File: config.mk
export PLATFORM = sky130hd
export DESIGN_NAME = gh_uart_tx_fifo
export DESIGN_NICKNAME = d
export VERILOG_FILES = /design/src/rtl/gh_uart_tx_fifo.sv
export SDC_FILE = /design/constraint.sdc
export NUM_CORES = 1
export LEC_CHECK = 0
export CAP_MARGIN = 0
export CELL_PAD_IN_SITES_DETAIL_PLACEMENT = 1
export CELL_PAD_IN_SITES_GLOBAL_PLACEMENT = 1
export CORE_MARGIN = 1
export CORE_UTILIZATION = 55
export DETAILED_ROUTE_END_ITERATION = 8
export PLACE_DENSITY = 0.81
export SLEW_MARGIN = 20
export SYNTH_ARGS = -nofsm -noshare
export SYNTH_HDL_FRONTEND = slang
export SYNTH_SLANG_ARGS = --single-unit
File: constraint.sdc
create_clock -name clk -period 5.9 [get_ports clk]
set_clock_uncertainty 0.15 [all_clocks]
set_input_delay 1.18 -clock clk [delete_from_list [all_inputs] [get_ports clk]]
set_output_delay 1.18 -clock clk [all_outputs]
set_load 0.01 [all_outputs]
File: src/rtl/gh_uart_tx_fifo.sv
// 16550 TX holding stage: DEPTH-entry FWFT queue (1 entry in 16450 mode) plus THRE/TEMT status and THRE interrupt.
// Latency: byte written at edge N is on D with D_RYn=0 after edge N; pop advances D after the read edge.
// Backpressure: writes when full are dropped (ovf pulse only with GH_UART_TX_FIFO_OVF_EN); reads when empty are ignored.
module gh_uart_tx_fifo #(
    parameter int DEPTH = 16,
    parameter int WIDTH = 8
) (
    input  logic                       clk,
    input  logic                       rst,
    input  logic                       wr,
    input  logic [WIDTH-1:0]           wd,
    input  logic                       fifo_en,
    input  logic                       fifo_clr,
    input  logic                       read,
    input  logic                       tx_busyn,
    input  logic                       thre_ack,
    output logic [WIDTH-1:0]           D,
    output logic                       D_RYn,
    output logic [$clog2(DEPTH):0]     count,
    output logic                       full,
    output logic                       thre,
    output logic                       temt,
    output logic                       thre_int,
    output logic                       ovf
);

    localparam int AW = $clog2(DEPTH);
    localparam logic [AW:0] CAP_FIFO = DEPTH[AW:0];
    localparam logic [AW:0] CAP_REG  = {{AW{1'b0}}, 1'b1};

    logic [WIDTH-1:0] mem [DEPTH];
    logic [AW-1:0]    wr_ptr;
    logic [AW-1:0]    rd_ptr;
    logic [AW:0]      cnt_q;
    logic [AW:0]      cnt_nxt;
    logic [AW:0]      cap;
    logic             fifo_en_q;
    logic             flush;
    logic             pop;
    logic             push;
    logic             empty_set;

    assign cap   = fifo_en ? CAP_FIFO : CAP_REG;
    // A mode change between FIFO and 16450 behaves exactly like an FCR flush.
    assign flush = fifo_clr | (fifo_en != fifo_en_q);
    assign pop   = read & (cnt_q != '0) & ~flush;
    // A full queue still accepts a write when the serializer pops in the same cycle.
    assign push  = wr & ~flush & ((cnt_q < cap) | ((cnt_q == cap) & pop));

    always_comb begin
        cnt_nxt = cnt_q;
        if (flush)
            cnt_nxt = '0;
        else if (push && !pop)
            cnt_nxt = cnt_q + 1'b1;
        else if (pop && !push)
            cnt_nxt = cnt_q - 1'b1;
    end

    assign empty_set = (cnt_q != '0) && (cnt_nxt == '0);

    always_ff @(posedge clk) begin
        if (push)
            mem[wr_ptr] <= wd;
    end

    always_ff @(posedge clk) begin
        if (rst) begin
            wr_ptr    <= '0;
            rd_ptr    <= '0;
            cnt_q     <= '0;
            fifo_en_q <= fifo_en;
            thre_int  <= 1'b0;
        end else begin
            fifo_en_q <= fifo_en;
            cnt_q     <= cnt_nxt;
            if (flush) begin
                wr_ptr <= '0;
                rd_ptr <= '0;
            end else begin
                if (push)
                    wr_ptr <= wr_ptr + 1'b1;
                if (pop)
                    rd_ptr <= rd_ptr + 1'b1;
            end
            // Going empty outranks a same-cycle acknowledge or push.
            if (empty_set)
                thre_int <= 1'b1;
            else if (thre_ack || push)
                thre_int <= 1'b0;
        end
    end

`ifdef GH_UART_TX_FIFO_OVF_EN
    logic drop;
    logic ovf_q;

    assign drop = wr & ~flush & ~push;

    always_ff @(posedge clk) begin
        if (rst)
            ovf_q <= 1'b0;
        else
            ovf_q <= drop;
    end

    assign ovf = ovf_q;
`else
    assign ovf = 1'b0;
`endif

    assign D     = mem[rd_ptr];
    assign count = cnt_q;
    assign D_RYn = (cnt_q == '0);
    assign thre  = (cnt_q == '0);
    assign full  = (cnt_q == cap);
    assign temt  = thre & tx_busyn;

endmodule

# Word level (Yosys, flattened, before mapping)
# Memory sizes are Yosys's and may differ from the RTL's. A register that Yosys moved wholly into a read port is not among the register bits.
# Cells that the tools add are included.
# totals
reg_bits	15
ramBits	128
inputBits	16
output_inout_bits	19
wordCells	43
n_memories	1
# mem_list
name	words	width	rd	rd_ports_with_merged_regs	write_ports	line_no	source
mem	16	8	1	1	1	31	logic [WIDTH-1:0] mem [DEPTH];
# classes
add_sub_neg	4
n_lt_le_gt_ge	1
eq_ne	2
muxes	10
bitwise_logic	9
n_reduce_logical	11
# op_table
operator	count
2-to-1 mux 5 bit	4
logical NOT 5 bit	2
adder 4 x 1 -> 4 bit, second input constant	2
2-to-1 mux 4 bit	2
AND 1 bit	6
adder 5 x 1 -> 5 bit, second input constant	1
== test 5 bit	1
less-than comparator 5 bit	1
nonzero test 5 bit	1
subtractor 5 x 1 -> 5 bit, second input constant	1
2-to-1 mux 1 bit	4
logical AND 1 bit	3
logical NOT 1 bit	2
OR 1 bit	2
nonzero test 2 bit	1
OR reduction 2 bit	1
logical OR 1 bit	1
inequality test 1 bit	1
NOT 1 bit	1

# Longest topological paths before layout
# depth
ltp_word	15
mapped_depth	9
depth_no_buf	9

# Least setup slack after synthesis
# No wires, ideal clock.
# synth_timing
kind	in2reg
start	input fifo_en
end	memory mem[4][0] (enable)
setup_time_ns	0.383
arrival_time_ns	3.163
required_ns	5.367
setup_slack_ns	2.204
cell_stages	8
path_buffers	1
path_cell_list	inv_1 -> ha_1 -> or4b_1 -> a21o_1 -> a211oi_2 -> buf_2 -> nand2_1 -> nor3_1
# synth_between
elab_chain_len	9
elab_cells_between_ends	13
cone_classes	1 x order compare; 2 x eq/ne; 3 x mux; 7 x bitwise
# synth_rtl
element	line_no	source
start: declaration	12	input logic fifo_en,
parallel branches: the longest is 6 deep, another holds less-than comparator 5 bit	n/a	
AND 1 bit (*)	48	assign push = wr & ~flush & ((cnt_q < cap) | ((cnt_q == cap) & pop));
2-to-1 mux 1 bit (*)	63	if (push)
2-to-1 mux 1 bit (implied by the code) (*)	64	mem[wr_ptr] <= wd;
end: declaration	31	
# Mark *: on every way between the ends.

==> summary.txt <==
status: finished, final reports clean
clock tree buffer depth: 2
CTS Hold Bufs: 0
clk sinks: 147
Post-Syn Instances: 325
H-tree depth: 4
Clk pin slew, worst setup/hold paths: 60 ps
pre-CTS setup slack: 1195 ps
fin. max-slew vios: 0
setup TNS: 0 ps
post_cts resized: 0
RSZ-0062 raised after global routing: no
Syn. warnings: 0
Top-Level Pins: 35
net count after synthesis: 351
cell mode on critical path: mux4_2
die height: 106.4 um
leading cell type in the layout, fill and taps excluded: edfxtp_1
DP Cell Count: 485
layout cell share with drive strength beyond 1: 0.2336
setup bufs post-CTS: 0
Synth cell types: 47
Critical Path Max Stage Delay: 640 ps
clock tree root buffer cell: clkbuf_8
CP cell instances: buf_4 > mux4_2 > mux4_2 > clkdlybuf4s50_1
die area: 11,320 um^2
global route overflow: 0
number of port buffers: 33
hold_sp: rd_ptr[1]
Row Count: 37
global-route wire length before repair: 22.34 mm
DP Wirelength: 9.365 mm
top cells by area, synth: edfxtp_1, mux4_2, dfxtp_1
worst hold path type: register to register
syn avg cell area: 18.44 um^2
Leak: 0.002296 uW
worst path bufs/invs: 2
Reg-to-Reg Start: count[0]
TritonCTS clock tree: built
Final Net Count: 394
commonest non-fill, non-tap cells in the layout: edfxtp_1, mux4_2, clkdlybuf4s50_1, nor2_1, dfxtp_1
Main synth FF type: edfxtp_1
Synth top area share: 0.6412
Tcrit/Tclk final: 0.7871
clock buffer count from CTS: 17
ys async rst share: 0
VDD IR max: 0.0002290 V
residual DRC count: 0
# fillers: 877
slowest CP cell: dfxtp_2
DR pass1 iterations: 7
Initial Util: 0.5729
routed vias: 3,245
Ant. Diodes: 0
post-route ant nets: 0
startpoint types: register
Critical Path RT: 4570 ps
cell area after synthesis: 5994 um^2
Worst setup EP type: primary output
Via-to-Cell Ratio: 6.277
Tmin final: 4644 ps
later-pin clock latency in the skew report: 530 ps
Worst Hold Depth: 2
routability cong.: 0.7799
pin count of the biggest net entering global routing: 33
number of synthesized flops with an enable pin: 128
Multi-input gate area: 1662 um^2
Synth Register Bits: 147
largest fanout on the critical path: 19
sequential share of the synthesized area: 0.7047
register area: 4225 um^2
Setup Viol. Count Final: 0
Max Fclk: 215.3 MHz
vias in the first global route: 3,458
Final Hold Fails: 0
max_cap viols: 0
Worst Tran Pin Value: 926.5 ps
setup ws final: 1256 ps
CP top delay family: multiplexers
Routed WL: 15.08 mm
final hold slack: 428.0 ps
Die X-Extent: 106.4 um
Crit Path Class: register to primary output
gr usage total: 0.2933
Rel. slew slack: 0.3800
CP Depth: 4
Cell Pwr Density: 333.1 nW/um^2
Yosys top cell by area: edfxtp_1
per-cell routed wire length: 29.17 um
number of DRC violations after detailed-routing iteration 0: 333
initial antenna violation count: 0
CORE AREA: 10,460 um^2
area delta synth->final: 18.74%
FF-to-FF path depth: 8
WP data arrival: 3310 ps
final cell count without fillers: 517
## through the flow
| step | util | total power [uW] | instance area (um^2) |
|---|---|---|---|
| after floorplan | - | 1178 | 5995 |
| after global placement | 0.6183 | 1214 | 6469 |
| after detailed placement | 0.6183 | 1217 | 6469 |
| after CTS | 0.6794 | 2378 | 7108 |
| after global routing | 0.6803 | 2416 | 7118 |
| final | 0.6803 | 2371 | 7118 |
## worst reg2reg max path, cell delays in order (launching register included)
cell and delay (ps):
dfxtp_1 370, inv_1 200, ha_1 180, or4b_1 510, a21o_1 240, a211oi_2 210
buf_4 220, nand3_1 170, nor2_1 760
## synth_stat cells (3+ instances only)
library cell / number
nand2_1: 8
clkbuf_1: 3
xnor2_1: 5
dfxtp_1: 19
nand2b_1: 3
nor2_1: 20
mux4_2: 40
buf_2: 4
ha_1: 10
xor2_1: 4
a21oi_1: 3
nand4_1: 3
and2_1: 11
edfxtp_1: 128
buf_1: 5
nor3_1: 11
inv_1: 12
## metal layers
metal  part of all wire  wire length, um  GRT usage  up-vias
li1                   -                -          -     1373
met1               0.41             6198     0.3968     1681
met2               0.50             7543     0.4763      154
met3              0.068             1027    0.07051       37
met4              0.021              314    0.08829        0
met5                  0                0          0        -
## where the power goes
group / switching, uW / internal, uW / leakage, uW / total [uW]
clock: 430 / 745 / 0.000314 / 1180
sequential: 1.41 / 1130 / 0.00131 / 1130
combinational: 37.7 / 24.8 / 0.000677 / 62.6
total: 470 / 1900 / 0.00230 / 2370
## kinds of logic (layout without fill, tap and decap cells)
group | after synthesis | count (layout) | share of synthesized area
other | 1 | 1 | 0.0006256
DFF | 147 | 147 | 0.7047
AOI/OAI and AO/OA | 17 | 17 | 0.02296
muxes | 41 | 41 | 0.1520
adders and majority gates | 10 | 10 | 0.02087
xor gates and xnor gates | 9 | 9 | 0.01315
and+or+nand+nor | 72 | 72 | 0.06596
buffers and inverters | 28 | 84 | 0.01983
## layout make-up
type                            count  area share
Multi-Input combinational cell    150      0.2334
Clock inverter                     12     0.02865
Sequential cell                   147      0.5936
Inverter                           14    0.007558
Clock buffer                       20     0.06117
Tap cell                          136     0.02391
Timing Repair Buffer               38     0.05168
## registers in the layout, indices dropped and copies added (netlist names), named ones only
name,count
wr_ptr,4
count,5
fifo_en_q,1
thre_int,1
rd_ptr,4
mem,128
## path summary, 6_finish.rpt
kind                                    to  slack, ps
worst max-delay path                  D[2]       1260
worst min-delay path             rd_ptr[1]        430
worst max register to register  mem[12][5]       2520
worst min register to register   rd_ptr[1]        430
Note: power is estimated with default switching activity, not from simulation.
